[src/rtl/per2rate_if.sv]
// ---------------------------------------------------------------------------
// per2rate_if : period-in / rate-out handshake bundle for per2rate
// Revision    : 1.0
// ---------------------------------------------------------------------------
`default_nettype none

interface per2rate_if #(
    parameter int PER_W  = 19,
    parameter int RATE_W = 8
);
    logic [PER_W-1:0]  per_i;
    logic              per_valid_i;
    logic              per_ready_o;
    logic              avg_en_i;
    logic              clr_i;
    logic [RATE_W-1:0] rate_o;
    logic              sat_o;
    logic              rate_valid_o;
    logic              rate_ready_i;

    modport slave (
        input  per_i, per_valid_i, avg_en_i, clr_i, rate_ready_i,
        output per_ready_o, rate_o, sat_o, rate_valid_o
    );

    modport master (
        output per_i, per_valid_i, avg_en_i, clr_i, rate_ready_i,
        input  per_ready_o, rate_o, sat_o, rate_valid_o
    );
endinterface

`default_nettype wire

[src/rtl/per2rate.sv]
// ---------------------------------------------------------------------------
// per2rate : converts a measured period into a saturated rate DIVIDEND/period,
//            optionally over a running average of the last 2^AVG_LOG2 periods
// Revision : 1.0
// ---------------------------------------------------------------------------
`default_nettype none

module per2rate #(
    parameter int DIVIDEND = 292968,
    parameter int PER_W    = 19,
    parameter int RATE_MAX = 250,
    parameter int AVG_LOG2 = 2
) (
    input  logic        clk_i,
    input  logic        rst_i,
    per2rate_if.slave   bus
);
    localparam int DIV_W     = $clog2(DIVIDEND + 1);
    localparam int RATE_W    = $clog2(RATE_MAX + 1);
    localparam int c_n       = 1 << AVG_LOG2;
    localparam int c_sum_w   = PER_W + AVG_LOG2;
    localparam int c_ptr_w   = (AVG_LOG2 > 0) ? AVG_LOG2 : 1;
    localparam int c_cnt_w   = AVG_LOG2 + 1;
    localparam int c_step_w  = (DIV_W > 1) ? $clog2(DIV_W) : 1;

    typedef enum logic [1:0] {
        S_IDLE = 2'd0,
        S_LOAD = 2'd1,
        S_DIV  = 2'd2,
        S_DONE = 2'd3
    } state_t;

    state_t r_state, w_state_next;
    logic   w_per_ready, w_rate_valid, w_accept, w_last;

    logic [PER_W-1:0]   r_hist [c_n];
    logic [c_sum_w-1:0] r_sum;
    logic [c_ptr_w-1:0] r_ptr;
    logic [c_cnt_w-1:0] r_fill;

    logic [PER_W-1:0]   w_old;
    logic [c_ptr_w-1:0] w_wr_ptr, w_ptr_next;
    logic [c_sum_w-1:0] w_sum_next;
    logic [c_cnt_w-1:0] w_fill_base, w_fill_next;

    logic [PER_W-1:0]    r_per, r_avg_div, r_divisor, r_rem, w_rem_next;
    logic                r_avg_en, r_full;
    logic [DIV_W-1:0]    r_num, r_quo, w_quo_next;
    logic [c_step_w-1:0] r_step;
    logic [PER_W:0]      w_trial;
    logic                w_ge;
    logic [RATE_W-1:0]   r_rate;
    logic                r_sat;

    always_ff @(posedge clk_i or posedge rst_i) begin
        if (rst_i) r_state <= S_IDLE;
        else       r_state <= w_state_next;
    end

    always_comb begin
        w_state_next = r_state;
        w_per_ready  = 1'b0;
        w_rate_valid = 1'b0;
        case (r_state)
            S_IDLE: begin
                w_per_ready = ~rst_i;
                if (w_accept) w_state_next = S_LOAD;
            end
            S_LOAD: w_state_next = S_DIV;
            S_DIV:  if (w_last) w_state_next = S_DONE;
            S_DONE: begin
                w_rate_valid = 1'b1;
                if (bus.rate_ready_i) w_state_next = S_IDLE;
            end
            default: w_state_next = S_IDLE;
        endcase
    end

    assign w_accept = bus.per_valid_i & w_per_ready;
    assign w_last   = (r_step == c_step_w'(DIV_W - 1));

    // A clear coincident with an accept empties the history before the new write
    assign w_old       = bus.clr_i ? '0 : r_hist[r_ptr];
    assign w_wr_ptr    = bus.clr_i ? '0 : r_ptr;
    assign w_ptr_next  = (w_wr_ptr == c_ptr_w'(c_n - 1)) ? '0 : w_wr_ptr + c_ptr_w'(1);
    assign w_sum_next  = (bus.clr_i ? '0 : r_sum) - c_sum_w'(w_old) + c_sum_w'(bus.per_i);
    assign w_fill_base = bus.clr_i ? '0 : r_fill;
    assign w_fill_next = (w_fill_base == c_cnt_w'(c_n)) ? w_fill_base
                                                         : w_fill_base + c_cnt_w'(1);

    always_ff @(posedge clk_i or posedge rst_i) begin
        if (rst_i) begin
            for (int i = 0; i < c_n; i++) r_hist[i] <= '0;
            r_sum  <= '0;
            r_ptr  <= '0;
            r_fill <= '0;
        end else if (w_accept) begin
            for (int i = 0; i < c_n; i++) if (bus.clr_i) r_hist[i] <= '0;
            r_hist[w_wr_ptr] <= bus.per_i;
            r_sum  <= w_sum_next;
            r_ptr  <= w_ptr_next;
            r_fill <= w_fill_next;
        end else if (bus.clr_i) begin
            for (int i = 0; i < c_n; i++) r_hist[i] <= '0;
            r_sum  <= '0;
            r_ptr  <= '0;
            r_fill <= '0;
        end
    end

    assign w_trial    = {r_rem, r_num[DIV_W-1]};
    assign w_ge       = (w_trial >= {1'b0, r_divisor});
    assign w_rem_next = w_ge ? PER_W'(w_trial - {1'b0, r_divisor}) : PER_W'(w_trial);
    assign w_quo_next = DIV_W'({r_quo, w_ge});

    // Average candidate is captured at accept so a later clear cannot alter this job
    always_ff @(posedge clk_i or posedge rst_i) begin
        if (rst_i) begin
            r_per     <= '0;
            r_avg_en  <= 1'b0;
            r_avg_div <= '0;
            r_full    <= 1'b0;
            r_divisor <= '0;
            r_rem     <= '0;
            r_num     <= '0;
            r_quo     <= '0;
            r_step    <= '0;
            r_rate    <= '0;
            r_sat     <= 1'b0;
        end else begin
            case (r_state)
                S_IDLE: if (w_accept) begin
                    r_per     <= bus.per_i;
                    r_avg_en  <= bus.avg_en_i;
                    r_avg_div <= PER_W'(w_sum_next >> AVG_LOG2);
                    r_full    <= (w_fill_next == c_cnt_w'(c_n));
                end
                S_LOAD: begin
                    r_divisor <= (r_avg_en & r_full) ? r_avg_div : r_per;
                    r_rem     <= '0;
                    r_num     <= DIV_W'(DIVIDEND);
                    r_quo     <= '0;
                    r_step    <= '0;
                end
                S_DIV: begin
                    r_rem  <= w_rem_next;
                    r_num  <= r_num << 1;
                    r_quo  <= w_quo_next;
                    r_step <= r_step + c_step_w'(1);
                    if (w_last) begin
                        if ((r_divisor == '0) || (w_quo_next > DIV_W'(RATE_MAX))) begin
                            r_rate <= RATE_W'(RATE_MAX);
                            r_sat  <= 1'b1;
                        end else begin
                            r_rate <= RATE_W'(w_quo_next);
                            r_sat  <= 1'b0;
                        end
                    end
                end
                default: ;
            endcase
        end
    end

    assign bus.per_ready_o  = w_per_ready;
    assign bus.rate_valid_o = w_rate_valid;
    assign bus.rate_o       = r_rate;
    assign bus.sat_o        = r_sat;

endmodule

`default_nettype wire

[src/flat_wrapper.sv]
// flat-port wrapper written by rule: the top's interface ports become plain ports
module per2rate_flat 
#(
    parameter int DIVIDEND = 292968,
    parameter int PER_W    = 19,
    parameter int RATE_MAX = 250,
    parameter int AVG_LOG2 = 2
)
  (clk_i, rst_i, bus_per_i, bus_per_valid_i, bus_avg_en_i, bus_clr_i, bus_rate_ready_i, bus_per_ready_o, bus_rate_o, bus_sat_o, bus_rate_valid_o);
  per2rate_if #(.PER_W(PER_W), .RATE_W(($clog2(RATE_MAX + 1)))) bus_i ();
  input  logic clk_i;
  input  logic rst_i;
  input wire logic [$bits(bus_i.per_i)-1:0] bus_per_i;
  input wire logic [$bits(bus_i.per_valid_i)-1:0] bus_per_valid_i;
  input wire logic [$bits(bus_i.avg_en_i)-1:0] bus_avg_en_i;
  input wire logic [$bits(bus_i.clr_i)-1:0] bus_clr_i;
  input wire logic [$bits(bus_i.rate_ready_i)-1:0] bus_rate_ready_i;
  output wire logic [$bits(bus_i.per_ready_o)-1:0] bus_per_ready_o;
  output wire logic [$bits(bus_i.rate_o)-1:0] bus_rate_o;
  output wire logic [$bits(bus_i.sat_o)-1:0] bus_sat_o;
  output wire logic [$bits(bus_i.rate_valid_o)-1:0] bus_rate_valid_o;
  assign bus_i.per_i = bus_per_i;
  assign bus_i.per_valid_i = bus_per_valid_i;
  assign bus_i.avg_en_i = bus_avg_en_i;
  assign bus_i.clr_i = bus_clr_i;
  assign bus_i.rate_ready_i = bus_rate_ready_i;
  assign bus_per_ready_o = bus_i.per_ready_o;
  assign bus_rate_o = bus_i.rate_o;
  assign bus_sat_o = bus_i.sat_o;
  assign bus_rate_valid_o = bus_i.rate_valid_o;
  per2rate #(.DIVIDEND(DIVIDEND), .PER_W(PER_W), .RATE_MAX(RATE_MAX), .AVG_LOG2(AVG_LOG2)) u_core (.clk_i(clk_i), .rst_i(rst_i), .bus(bus_i));
endmodule
[config.mk]
export PLATFORM = sky130hd
export DESIGN_NAME = per2rate_flat
export DESIGN_NICKNAME = d
export VERILOG_FILES = /design/src/rtl/per2rate_if.sv /design/src/rtl/per2rate.sv /design/src/flat_wrapper.sv
export SDC_FILE = /design/constraint.sdc
export NUM_CORES = 1
export LEC_CHECK = 0
export ABC_AREA = 0
export CAP_MARGIN = 20
export CELL_PAD_IN_SITES_DETAIL_PLACEMENT = 1
export CELL_PAD_IN_SITES_GLOBAL_PLACEMENT = 1
export CORE_MARGIN = 8
export CORE_UTILIZATION = 53
export CTS_CLUSTER_DIAMETER = 50
export DETAILED_ROUTE_END_ITERATION = 12
export HOLD_SLACK_MARGIN = 0.02
export MAX_ROUTING_LAYER = met4
export PLACE_DENSITY = 0.91
export SLEW_MARGIN = 25
export SYNTH_ARGS = -nofsm -noshare
export SYNTH_HDL_FRONTEND = slang
export SYNTH_SLANG_ARGS = --single-unit
[constraint.sdc]
create_clock -name clk_i -period 11.43 [get_ports clk_i]
set_clock_uncertainty 0.05 [all_clocks]
set_input_delay 1.143 -clock clk_i [delete_from_list [all_inputs] [get_ports clk_i]]
set_output_delay 1.143 -clock clk_i [all_outputs]
set_load 0.02 [all_outputs]
==> impl_table.tex, run 1 <==
\begin{tabular}{lr}
\hline
Metric & Value \\
\hline
\multicolumn{2}{l}{\textbf{Finish}} \\
Post-layout net count & 1416 \\
Count of fill cells added during filler insertion & 2578 \\
Layout Area Growth over Synthesis & 12.7\% \\
Layout cells sized above 1 & 7.31\% \\
Area taken by flip-flops and latches & 0.00576 mm\^{}2 \\
Number of diodes & 0 \\
Combined area of the multi-input logic cells & 0.00615 mm\^{}2 \\
\multicolumn{2}{l}{\textbf{Clocking}} \\
TritonCTS Buffers & 29 \\
Maximum count of clock buffers along a single path & 3 \\
Buffer type at the clock tree root & sky130\_fd\_sc\_hd\_\_clkbuf\_16 \\
CTS resizes & 0 \\
Clock transition at the registers of the reported paths & 0.06 ns \\
\# H-tree levels & 1 \\
Insertion delay to the later sink of the worst-skew pair & 0.56 ns \\
Sinks on Clock Net & 230 \\
Hold-fix buffers, CTS & 0 \\
Number of buffers inserted to repair setup after CTS & 0 \\
Clock tree from TritonCTS & done \\
\multicolumn{2}{l}{\textbf{GRT}} \\
Number of antenna violations at the first check in global routing & 0 \\
Maximum number of pins on one net before global-route repair & 144 \\
Overall global routing resource usage & 25.8\% \\
Global route overflow & 0 \\
Wire length of the first global-routing pass & 58.5 mm \\
Vias in the first global route & 11100 \\
\multicolumn{2}{l}{\textbf{STA}} \\
Tightest slew margin relative to the limit & 35.3\% \\
Fin crit share & 46.8\% \\
Min Tclk post-route & 5.35 ns \\
Final Hold Fails & 0 \\
Worst-margin pin slew & 0.960 ns \\
Number of max-slew violations in the final report & 0 \\
Setup TNS & 0 ns \\
Final-report setup violation count & 0 \\
Maximum clock frequency & 187 MHz \\
Unrepaired setup endpoints after global routing & no \\
\multicolumn{2}{l}{\textbf{Route}} \\
Number of vias after detailed routing & 9806 \\
Final ANT Viol Nets & 0 \\
Pre-Repair DR Iteration Count & 5 \\
Total Routed Length & 35.4 mm \\
Number of design-rule violations left by the first detailed-router iteration & 582 \\
Average wire per cell in the routed design & 21.4 um \\
Post-DR vias/cell & 5.91 \\
Residual DRC count & 0 \\
\multicolumn{2}{l}{\textbf{Placement}} \\
Routability Congestion & 0.845 \\
Final HPWL DP & 22.0 mm \\
Buffers on Ports & 35 \\
\multicolumn{2}{l}{\textbf{Logic synthesis}} \\
Mapped Area & 0.0126 mm\^{}2 \\
Post-Syn Instances & 1308 \\
Average size of a mapped cell & 9.63 um\^{}2 \\
Register area share after synthesis & 45.7\% \\
Share of async-settable or async-resettable flops after synthesis & 100\% \\
Main flop type after synthesis & sky130\_fd\_sc\_hd\_\_dfrtp\_1 \\
Register bit count reported by yosys & 230 \\
Leading cell types by total area after synthesis & sky130\_fd\_sc\_hd\_\_dfrtp\_1 46\%, sky130\_fd\_sc\_hd\_\_nand2\_1 5.6\%, sky130\_fd\_sc\_hd\_\_o21ai\_0 5.5\%, sky130\_fd\_sc\_hd\_\_nand2b\_1 5.4\%, sky130\_fd\_sc\_hd\_\_ha\_1 5.2\% \\
Synthesized Nets & 1405 \\
Count of distinct cell types in the synthesized netlist & 69 \\
EDFF count, synth & 0 \\
Most area-hungry cell type in the Yosys netlist & sky130\_fd\_sc\_hd\_\_dfrtp\_1 \\
Most numerous cell types in the synthesized netlist & 230 x sky130\_fd\_sc\_hd\_\_dfrtp\_1, 187 x sky130\_fd\_sc\_hd\_\_nand2\_1, 138 x sky130\_fd\_sc\_hd\_\_o21ai\_0, 115 x sky130\_fd\_sc\_hd\_\_inv\_1, 108 x sky130\_fd\_sc\_hd\_\_nand2b\_1 \\
Most numerous cell in the Yosys netlist & sky130\_fd\_sc\_hd\_\_dfrtp\_1 \\
Count of warnings emitted by yosys & 0 \\
Portion of synthesized cell area occupied by the leading cell type & 45.7\% \\
\multicolumn{2}{l}{\textbf{Critical path}} \\
Worst R2R Setup Slack & 6.62 ns \\
Crit Reg-Reg Endpoint & u\_core.r\_sum[19] \\
Worst path top cell family by delay & compound AO/OA/AOI/OAI gates \\
Top cell by count, worst path & sky130\_fd\_sc\_hd\_\_o21a\_1 \\
Cell count along the critical path & 14 \\
Length in cells of the worst reg-to-reg path & 14 \\
Worst R2R Start & u\_core.r\_ptr[0] \\
Setup crit start kind & primary input \\
Worst path max stage delay & 0.63 ns \\
Buffers plus inverters on the worst setup path & 3 \\
Critical Path Slowest Stage Cell & sky130\_fd\_sc\_hd\_\_buf\_4 \\
Capturing element type of the critical path & flip-flop \\
Critical Setup Path Class & primary input to flip-flop \\
Signal arrival time at the worst endpoint & 5.70 ns \\
Critical path capture point & u\_core.r\_sum[19] \\
Cells traversed along the worst timing path & buf\_2 -> buf\_4 -> nor2b\_1 -> fa\_1 -> inv\_1 -> ha\_1 -> o21a\_1 -> a211oi\_2 -> o21a\_1 -> o31ai\_2 -> a221o\_1 -> a21oi\_2 -> mux2i\_1 -> o2111ai\_1 \\
Worst setup startpoint & bus\_clr\_i \\
Largest fanout on the critical path & 74 \\
Worst EP required & 11.79 ns \\
\multicolumn{2}{l}{\textbf{Floorplanning}} \\
Area of the core & 0.0234 mm\^{}2 \\
DIE WIDTH & 170 um \\
Row cnt & 56 \\
Vert. Die Dim & 170 um \\
Effective utilization at floorplan & 53.8\% \\
I/O pin cnt & 36 \\
Die Area & 0.0290 mm\^{}2 \\
\multicolumn{2}{l}{\textbf{Min path}} \\
Hold path depth & 2 \\
Hold crit path type & flip-flop to flip-flop \\
\multicolumn{2}{l}{\textbf{Power and ir drop}} \\
Worst VDD drop & 139 uV \\
Power density cells & 220 mW/mm\^{}2 \\
Cell leakage power & 6.73 nW \\
Post-route total power & 0.00312 W \\
\multicolumn{2}{l}{\textbf{Status}} \\
Status & finished clean \\
\multicolumn{2}{l}{\textbf{Job}} \\
Count of maximum capacitance violations & 0 \\
\hline
\end{tabular}
## area by class of cell
cell class,instances,area share [%]
Clock buffer,35,5.41
Clock inverter,17,1.63
Sequential cell,230,40.5
Multi-Input combinational cell,894,43.3
Timing Repair Buffer,48,3.15
Inverter,116,3.16
Tap cell,319,2.81
## layer usage
| layer | global-route usage (%) | wire, um | up-vias |
|---|---|---|---|
| li1 | - | - | 4460 |
| met1 | 30.7 | 14800 | 5027 |
| met2 | 44.6 | 18400 | 231 |
| met3 | 3.59 | 1330 | 88 |
| met4 | 8.47 | 994 | 0 |
| met5 | - | 0 | - |
## cell usage in the layout (no fill, tap or decap), drive strengths merged, types with 6 or more instances in the layout
master | synthesis | routed
o2bb2ai | 13 | 13
clkbuf | 61 | 35
inv | 115 | 120
mux4 | 19 | 19
mux2i | 35 | 35
nor3 | 9 | 9
a21oi | 53 | 53
dfrtp | 230 | 230
and3 | 8 | 8
buf | 7 | 14
nor2b | 27 | 27
nand3 | 13 | 13
clkinv | 1 | 7
clkdlybuf4s50 | 0 | 34
ha | 52 | 52
fa | 20 | 20
o21bai | 6 | 6
a31oi | 6 | 6
o21ai | 149 | 149
nand2b | 108 | 108
nor4 | 7 | 7
a21o | 12 | 12
a22o | 15 | 15
a32oi | 6 | 6
nor2 | 36 | 36
and2 | 7 | 7
nand2 | 187 | 187
o22a | 10 | 10
xnor2 | 19 | 19
o22ai | 12 | 12
xor2 | 9 | 9
## worst min-delay path: cells and delay by family (launching register included)
kind | cells | cell delay, ns
DFF | 1 | 0.34
and+or+nand+nor | 2 | 0.10
## sequential cells by signal (all words and copies together) (netlist names), 2 cells and up
register / cells
u_core.bus.rate_o: 8
u_core.r_avg_div: 19
u_core.r_fill: 3
u_core.r_num: 16
u_core.r_per: 19
u_core.r_ptr: 2
u_core.r_hist: 76
u_core.r_state: 2
u_core.r_rem: 19
u_core.r_divisor: 19
u_core.r_sum: 21
u_core.r_quo: 18
u_core.r_step: 5
## power by group
group | internal [W] | total [W] | switching, W
clock | 0.000593 | 0.000961 | 0.000368
sequential | 0.000979 | 0.00110 | 0.000121
combinational | 0.000383 | 0.00106 | 0.000674
## cell families after synthesis
logic type,Yosys count,share of synthesized area [%]
simple gates,418,16.3
compound gates,320,15.8
flops,230,45.7
buf+inv,184,5.57
fa+ha+maj,72,8.34
mux,56,6.36
xor+xnor,28,1.95
## worst min path at each step
stage / slack (ns) / startpoint / end
after detailed placement: 0.41 / u_core.r_avg_div[5] / u_core.r_avg_div[5]
final: 0.43 / u_core.r_avg_div[5] / u_core.r_avg_div[5]
after floorplan: 0.39 / u_core.r_full / u_core.r_full
after global placement: 0.41 / u_core.r_avg_div[7] / u_core.r_avg_div[7]
after global routing: 0.44 / u_core.r_avg_div[5] / u_core.r_avg_div[5]
after CTS: 0.43 / u_core.r_avg_div[5] / u_core.r_avg_div[5]
## per-stage QoR
stage	hold WS, ns	utilization, %	cells	instance area [um^2]	setup WS, ns
2_1_floorplan	0.393	-	1308	12600	3.93
3_3_place_gp	0.408	56.3	1607	13200	6.04
3_5_place_dp	0.414	56.4	1607	13200	5.97
4_1_cts	0.430	60.6	1659	14200	6.21
5_1_grt	0.437	60.7	1659	14200	5.87
6_report	0.425	60.7	1659	14200	6.08
Power figures use the tool's default switching activity.
==> inputs of run 2 (changes only) <==
Settings changed: CORE_UTILIZATION 53 to 49, PLACE_DENSITY 0.91 to 0.85.
Clock period 11.43 ns to 5.5 ns, I/O delays scaled along.
==> run 2 against run 1 <==
  * Sequential share of layout area is 0.29 points lower
  * Count of clock-buffer cells in the layout is 3 higher
  * Register-to-register slack worse by 5.7 ns
  * Critical path type is now flip-flop to flip-flop
  * Critical endpoint is now u_core.r_sum[14]
  * Largest cell class unchanged
==> impl_table.tex, run 2 (synthesis gave the netlist of run 1 again) <==
\begin{tabular}{lr}
\hline
Metric & Value \\
\hline
\multicolumn{2}{l}{\textbf{Placement}} \\
Routability Congestion & 0.852 (+0.78\%) \\
Placed Instance Area & 0.0132 mm\^{}2 (+0.35\%) \\
Buffers on Ports & 35 (unchanged) \\
Final HPWL DP & 20.9 mm (-4.8\%) \\
\multicolumn{2}{l}{\textbf{GRT}} \\
Met3 GRT Util & 2.86\% (-0.73 points) \\
Vias in the first global route & 10800 (-2.7\%) \\
Global routing usage on met2 & 38.1\% (-6.5 points) \\
M1 GR Usage & 26.9\% (-3.8 points) \\
Number of antenna violations at the first check in global routing & 0 (unchanged) \\
Maximum number of pins on one net before global-route repair & 129 (-10\%) \\
Wire length of the first global-routing pass & 55.1 mm (-5.8\%) \\
Global route overflow & 0 (unchanged) \\
GR peak layer & met2 \\
Overall global routing resource usage & 22.0\% (-3.7 points) \\
\multicolumn{2}{l}{\textbf{Clocking}} \\
Clock transition at the registers of the reported paths & 0.06 ns (about the same) \\
\# H-tree levels & 1 (unchanged) \\
Number of buffers inserted to repair setup after CTS & 0 (unchanged) \\
TritonCTS Buffers & 31 (+6.9\%) \\
Clock tree from TritonCTS & done \\
Hold-fix buffers, CTS & 0 (unchanged) \\
Maximum count of clock buffers along a single path & 3 (unchanged) \\
Buffer type at the clock tree root & sky130\_fd\_sc\_hd\_\_clkbuf\_16 \\
Insertion delay to the later sink of the worst-skew pair & 0.55 ns (about the same) \\
Sinks on Clock Net & 230 (unchanged) \\
CTS resizes & 0 (unchanged) \\
\multicolumn{2}{l}{\textbf{Critical path}} \\
Setup crit start kind & flip-flop \\
Signal arrival time at the worst endpoint & 4.97 ns (-0.73 ns) \\
Length in cells of the worst reg-to-reg path & 14 (unchanged) \\
Critical Setup Path Class & flip-flop to flip-flop \\
Worst EP required & 5.85 ns (-5.94 ns) \\
Capturing element type of the critical path & flip-flop \\
Largest fanout on the critical path & 8 (-89\%) \\
\multicolumn{2}{l}{\textbf{STA}} \\
Maximum clock frequency & 216 MHz \\
Worst-margin pin slew & 0.941 ns (-0.0187 ns) \\
Min Tclk post-route & 4.62 ns \\
Final Hold Fails & 0 (unchanged) \\
Setup TNS & 0 ns (unchanged) \\
Unrepaired setup endpoints after global routing & no \\
Number of max-slew violations in the final report & 0 (unchanged) \\
Final-report setup violation count & 0 (unchanged) \\
Tightest slew margin relative to the limit & 37.3\% (+1.9 points) \\
Fin crit share & 84.0\% \\
\multicolumn{2}{l}{\textbf{Finish}} \\
Layout cells sized above 1 & 7.72\% (+0.40 points) \\
Post-layout net count & 1422 (+0.42\%) \\
Max FFs per register & 76 (unchanged) \\
Fin util & 56.8\% (-3.9 points) \\
Register with the highest flop count & u\_core.r\_hist \\
Most common cell after layout, fill and taps aside & sky130\_fd\_sc\_hd\_\_dfrtp\_1 \\
Most frequent cells in the layout & 230 x sky130\_fd\_sc\_hd\_\_dfrtp\_1, 185 x sky130\_fd\_sc\_hd\_\_nand2\_1, 138 x sky130\_fd\_sc\_hd\_\_o21ai\_0 \\
Largest regs & u\_core.r\_hist x76, u\_core.r\_sum x21 \\
Number of diodes & 0 (unchanged) \\
Cell area after layout & 0.0143 mm\^{}2 (+0.71\%) \\
Layout Area Growth over Synthesis & 13.5\% \\
\multicolumn{2}{l}{\textbf{Floorplanning}} \\
Vert. Die Dim & 176 um (+3.6\%) \\
Row cnt & 58 (+3.6\%) \\
Die Area & 0.0311 mm\^{}2 (+7.4\%) \\
Effective utilization at floorplan & 50.0\% (-3.8 points) \\
I/O pin cnt & 36 (unchanged) \\
Area of the core & 0.0252 mm\^{}2 (+7.6\%) \\
DIE WIDTH & 176 um (+3.6\%) \\
\multicolumn{2}{l}{\textbf{Route}} \\
Pre-Repair DR Iteration Count & 4 (-1) \\
Number of vias after detailed routing & 9601 (-2.1\%) \\
Residual DRC count & 0 (unchanged) \\
Number of design-rule violations left by the first detailed-router iteration & 491 (-16\%) \\
Average wire per cell in the routed design & 19.3 um (-9.9\%) \\
Post-DR vias/cell & 5.72 (-3.2\%) \\
Total Routed Length & 32.3 mm (-8.8\%) \\
Final ANT Viol Nets & 0 (unchanged) \\
\multicolumn{2}{l}{\textbf{Min path}} \\
Hold crit path type & flip-flop to flip-flop \\
Hold path depth & 2 (unchanged) \\
\multicolumn{2}{l}{\textbf{Power and ir drop}} \\
Cell leakage power & 6.77 nW (+0.59\%) \\
Power density cells & 450 mW/mm\^{}2 (+110\%) \\
Worst VDD drop & 243 uV (+75\%) \\
\multicolumn{2}{l}{\textbf{Job}} \\
Count of maximum capacitance violations & 0 (unchanged) \\
\multicolumn{2}{l}{\textbf{Status}} \\
Status & finished clean \\
\hline
\end{tabular}
==> run 2: worst paths after layout <==
check                      slack (ns)                   to           startpoint
max                              0.88     u_core.r_sum[14]      u_core.r_ptr[0]
min                              0.43  u_core.r_avg_div[2]  u_core.r_avg_div[2]
max reg2reg                      0.88     u_core.r_sum[14]      u_core.r_ptr[0]
min reg2reg                      0.43  u_core.r_avg_div[2]  u_core.r_avg_div[2]
max in group asynchronous        3.57      u_core.r_rem[3]                rst_i
min in group asynchronous        0.48    u_core.r_state[0]                rst_i
==> run 2: layer usage <==
metal	up-vias	wire, um
li1	4475	-
met1	4913	14100
met2	149	16400
met3	64	1050
met4	0	807
met5	-	0
==> run 2: per-stage QoR <==
| stage | setup WS [ns] | hold WS [ns] | total power (W) | cells |
|---|---|---|---|---|
| after CTS | 0.872 | 0.427 | 0.00649 | 1678 |
| after detailed placement | 0.977 | 0.413 | 0.00434 | 1622 |
| final | 0.880 | 0.426 | 0.00644 | 1678 |
| after floorplan | 1.27 | 0.393 | 0.00378 | 1308 |
| after global routing | 0.668 | 0.459 | 0.00683 | 1678 |
| after global placement | 1.08 | 0.410 | 0.00421 | 1622 |
==> run 2: layout make-up <==
cell class	count	area, um^2
inverter	116	439
clock buffer	38	832
tap	330	413
multi-input combinational	894	6150
clock inverter	18	228
sequential	230	5760
timing repair buffer	52	485
fill	2787	10900
==> run 2: worst max-delay path, stage by stage (launching register included) <==
cell	delay, ns
sky130_fd_sc_hd__dfrtp_1	0.63
sky130_fd_sc_hd__buf_4	0.27
sky130_fd_sc_hd__mux4_2	0.51
sky130_fd_sc_hd__nor2b_1	0.16
sky130_fd_sc_hd__fa_1	0.53
sky130_fd_sc_hd__inv_1	0.05
sky130_fd_sc_hd__ha_1	0.33
sky130_fd_sc_hd__a21oi_1	0.35
sky130_fd_sc_hd__nor3b_1	0.22
sky130_fd_sc_hd__a21bo_2	0.27
sky130_fd_sc_hd__a21oi_1	0.22
sky130_fd_sc_hd__o21bai_1	0.13
sky130_fd_sc_hd__a21oi_1	0.24
sky130_fd_sc_hd__mux2i_1	0.35
sky130_fd_sc_hd__o21ai_0	0.16
==> run 2: report_power, final <==
part / switching [W] / internal (W) / leakage [nW]
registers: 0.000237 / 0.00203 / 3.05
logic: 0.00131 / 0.000797 / 3.21
clock network: 0.000793 / 0.00127 / 0.517
